===== src/rtl/serializador_tx.sv =====
// serializador_tx: parallel byte to MSB-first serial stream, framed by the
// rising edges of the divided Tx clock level clk10 (one byte per clk10 period).
// Optional feature macro: IDLE_COM_EN. When defined, idle slots carry the COM
// K28.5 symbol (8'hBC) as valid bits flagged by is_k. When undefined, idle slots
// are silent (ser_valid=0, ser_out=0) and is_k is constant 0.
module serializador_tx #(
  parameter int DATA_W = 8
) (
  input  logic              clk,
  input  logic              rst,
  input  logic              enb,
  input  logic              clk10,
  input  logic [DATA_W-1:0] data_in,
  input  logic              valid_in,
  output logic              ser_out,
  output logic              ser_valid,
  output logic              data_ack,
  output logic              is_k,
  output logic              align_err
);

  // Bit counter wraps naturally, so DATA_W is expected to be a power of two.
  localparam int CNT_W = $clog2(DATA_W);

`ifdef IDLE_COM_EN
  localparam logic [DATA_W-1:0] IDLE_SYM = DATA_W'(8'hBC);
  localparam logic              COM_EN   = 1'b1;
`else
  localparam logic [DATA_W-1:0] IDLE_SYM = '0;
  localparam logic              COM_EN   = 1'b0;
`endif

  typedef enum logic {
    IDLE,
    ACTIVE
  } state_t;

  state_t            state;
  logic [DATA_W-1:0] shreg;
  logic [DATA_W-1:0] sym;
  logic [CNT_W-1:0]  bit_cnt;
  logic              clk10_q;
  logic              rise;

  // A clk10 rise is only recognised on an enabled cycle; a change during enb=0
  // is picked up on the next enabled cycle because clk10_q holds meanwhile.
  assign rise = enb & clk10 & ~clk10_q;

  // Symbol chosen at a load: the offered byte, or the idle filler when none is offered.
  always_comb begin
    sym = valid_in ? data_in : IDLE_SYM;
  end

  // Serializer FSM: load on every clk10 rise, shift in between, drop to IDLE on underrun.
  always_ff @(posedge clk or negedge rst) begin
    if (!rst) begin
      state     <= IDLE;
      shreg     <= '0;
      bit_cnt   <= '0;
      clk10_q   <= 1'b0;
      ser_out   <= 1'b0;
      ser_valid <= 1'b0;
      data_ack  <= 1'b0;
      align_err <= 1'b0;
`ifdef IDLE_COM_EN
      is_k      <= 1'b0;
`endif
    end else if (enb) begin
      clk10_q  <= clk10;
      data_ack <= 1'b0;
      if (rise) begin
        // A rise before the current symbol finished truncates it; remember that forever.
        if (state == ACTIVE && bit_cnt != '0) begin
          align_err <= 1'b1;
        end
        state     <= ACTIVE;
        ser_out   <= sym[DATA_W-1];
        shreg     <= sym << 1;
        bit_cnt   <= CNT_W'(1);
        ser_valid <= COM_EN | valid_in;
        data_ack  <= valid_in;
`ifdef IDLE_COM_EN
        is_k      <= ~valid_in;
`endif
      end else if (state == ACTIVE && bit_cnt != '0) begin
        ser_out <= shreg[DATA_W-1];
        shreg   <= shreg << 1;
        bit_cnt <= bit_cnt + CNT_W'(1);
      end else begin
        // Symbol finished with no new rise (or still idle): stream goes quiet.
        state     <= IDLE;
        ser_out   <= 1'b0;
        ser_valid <= 1'b0;
`ifdef IDLE_COM_EN
        is_k      <= 1'b0;
`endif
      end
    end
  end

`ifndef IDLE_COM_EN
  assign is_k = 1'b0;
`endif

endmodule


===== config.mk =====
export PLATFORM = sky130hd
export DESIGN_NAME = serializador_tx
export DESIGN_NICKNAME = d
export VERILOG_FILES = /design/src/rtl/serializador_tx.sv
export SDC_FILE = /design/constraint.sdc
export NUM_CORES = 1
export LEC_CHECK = 0
export ABC_CLOCK_PERIOD_IN_PS = 1500
export BUFFER_PORTS_ARGS = -buffer_cell sky130_fd_sc_hd__buf_2
export CAP_MARGIN = 20
export CORE_MARGIN = 4
export CORE_UTILIZATION = 35
export DETAILED_ROUTE_END_ITERATION = 12
export SLEW_MARGIN = 10
export SYNTH_ARGS = -nofsm -noshare
export SYNTH_HDL_FRONTEND = slang
export SYNTH_SLANG_ARGS = --single-unit

===== constraint.sdc =====
create_clock -name clk -period 1.5 [get_ports clk]
set_input_delay 0.225 -clock clk [delete_from_list [all_inputs] [get_ports clk]]
set_output_delay 0.225 -clock clk [all_outputs]
set_load 0.05 [all_outputs]

==> metrics <==
Fin Setup TNS 0 ps; WP data required 1720 ps; Syn Nets 102; die height 56.47 microns; outcome completed; Reg2Reg Depth 6; I/O Pins 18; VDD IR max 0.8188 mV; most frequent cells in the layout dfrtp_1, buf_2, o21ai_0; met1 Resource Use GR 15.50%; largest net degree at the start of global routing 17; HPWL after DPL 1230 microns; nets 120; GRT overflow 0; vias in the first global route 666; hold_ws 183.1 ps; # rows 17; # fillers 222; antenna violations before repair 0; met2 usage 19.31%; vias per cell 5.197; Die W 56.47 microns; Post-CTS Setup Inserts 0; fraction of layout cells with a size suffix above 1 31.73%; Antenna diodes 0; total clock sinks 16; Hold Path Stages 3; Static Leakage 0.4396 nW; area of the multi-input gates 357.8 sq um; RSZ-0062 raised after global routing false; worst-path fanout max 6; FF+latch area 400.4 sq um; vias 686; die area 3188 sq um; pwr/cell area 1794 nW/um^2; detailed-route DRC error count 0; library cells used by synthesis 28; Worst Setup End Kind register; worst skew pair latency 290 ps; first-pass GRT wire length 3077 microns; CP arrival 1580 ps; Inst Count DP 127; final setup skew 5.445 ps; Synth Instances 87; port buffer count 16; CTS tree done; FMAX 733.4 MHz; synthesized area 822.0 sq um; CTS Buf Count 3; final worst path period need 1363 ps; Area growth syn-to-layout 18.72%; CTS H-tree depth 1; Final period util 90.90%; total track usage 12.32%; core area 2233 sq um; CP Launch Type register; Final Hold Viols 0; Final setup viols 0; max-cap viol count 0; Final Non-Filler Cells 132; starting density of the core 36.81%; post-synthesis sequential area ratio 48.71%; #FFs+latches synth 16; Avg WL per Cell 13.22 microns; clk buf depth 2; CP Class reg -> reg; Post-Route WL 1745 microns; most used routing layer met2; Clock Pin Slew Worst Setup and Hold Paths 100 ps; met3 Usage GRT 2.529%; first-pass iteration count of the detailed router 4; yosys warns 0; clock tree root buffer cell clkbuf_4; fin. max-slew vios 0; drt initial violations 17; Avg Cell Area, Syn 9.449 sq um; antenna-violating nets left 0; Hold WC Path Type in -> reg; GP Congestion 0.8008
## routing by layer
layer  routed length (microns)  up-vias
met5                         0        -
met3                        78        4
li1                          -      345
met1                       842      321
met4                        31        0
met2                       792       16
## registers in the layout, indices dropped and copies added, names as in the netlist
name,flops
ser_out,1
state,1
shreg,7
ser_valid,1
clk10_q,1
align_err,1
bit_cnt,3
data_ack,1
## worst paths after layout
check                                  startpoint                      to  slack [ps]
max in group asynchronous                     rst    data_ack$_DFFE_PN0P_         860
min reg2reg                 align_err$_DFFE_PN0P_   align_err$_DFFE_PN0P_         470
max reg2reg                bit_cnt[0]$_DFFE_PN0P_    shreg[4]$_DFFE_PN0P_         140
max                        bit_cnt[0]$_DFFE_PN0P_    shreg[4]$_DFFE_PN0P_         140
min in group asynchronous                     rst  bit_cnt[1]$_DFFE_PN0P_         370
min                                    data_in[0]    shreg[1]$_DFFE_PN0P_         180
## metrics by stage
stage	cell area (sq um)	worst slack (ps)	power (W)	util (%)
floorplan	822.0	101.0	0.001219	-
global placement	917.1	125.6	0.001420	41.06
detailed placement	917.1	39.79	0.001431	41.06
CTS	963.4	4.873	0.001732	43.14
global route	975.9	4.550	0.001903	43.70
finish	975.9	136.5	0.001751	43.70
## Yosys cell counts
cell / count / area [sq um]
nand4b_1: 1 / 8.760
inv_1: 5 / 18.77
a21oi_1: 9 / 45.04
a22o_1: 1 / 8.760
nor2_1: 1 / 3.750
conb_1: 1 / 3.750
nor2b_1: 1 / 6.260
nand3_1: 10 / 50.05
buf_2: 3 / 15.01
nand2b_1: 1 / 6.260
a31oi_1: 7 / 43.79
o21ai_0: 12 / 60.06
dfrtp_1: 16 / 400.4
nand4_1: 1 / 6.260
ha_1: 2 / 25.02
nand3b_1: 1 / 7.510
nand2_1: 2 / 7.510
and3b_1: 1 / 8.760
or4_1: 1 / 7.510
clkbuf_2: 1 / 5.000
clkbuf_1: 2 / 7.510
a31o_2: 1 / 8.760
buf_6: 2 / 22.52
buf_4: 1 / 7.510
o31ai_2: 1 / 12.51
or2_2: 1 / 6.260
mux2_2: 1 / 11.26
and2_2: 1 / 7.510
## report_power, final
| part | internal, W | switching, W |
|---|---|---|
| Clock | 0.000148 | 0.000139 |
| Combinational | 0.000316 | 0.000436 |
| Sequential | 0.000598 | 0.000113 |
| Total | 0.00106 | 0.000689 |
## layout make-up
cell class                 instances  area share [%]
tap                               28           3.590
multi-input combinational         57           36.67
timing repair buffer              22           13.08
inverter                           5           1.923
clock buffer                       4           3.718
sequential                        16           41.03
## what timing repair did
item                       in CTS  in global routing
setup endpoints to repair       0                 11
resized for setup               0                  4
hold buffers                    1                  0
hold endpoints to repair       16                  0
## critical path: stages, from the launching register on
cell and delay, ps:
dfrtp_1 410, inv_1 90, ha_2 200, nor2b_4 180, buf_4 150, o21ai_0 80, a31oi_1 170
## cell families (layout without fill, tap and decap cells)
logic type	Yosys count	count (layout)	share of synthesized area (%)
flip-flops	16	16	48.71
buffers and inverters	14	31	9.284
adder cells (fa/ha/maj)	2	2	3.044
AND/OR/NAND/NOR	22	22	15.38
other	1	1	0.4562
multiplexers	1	1	1.370
AO/OA/AOI/OAI	31	31	21.77
Note: power is estimated with default switching activity, not from simulation.
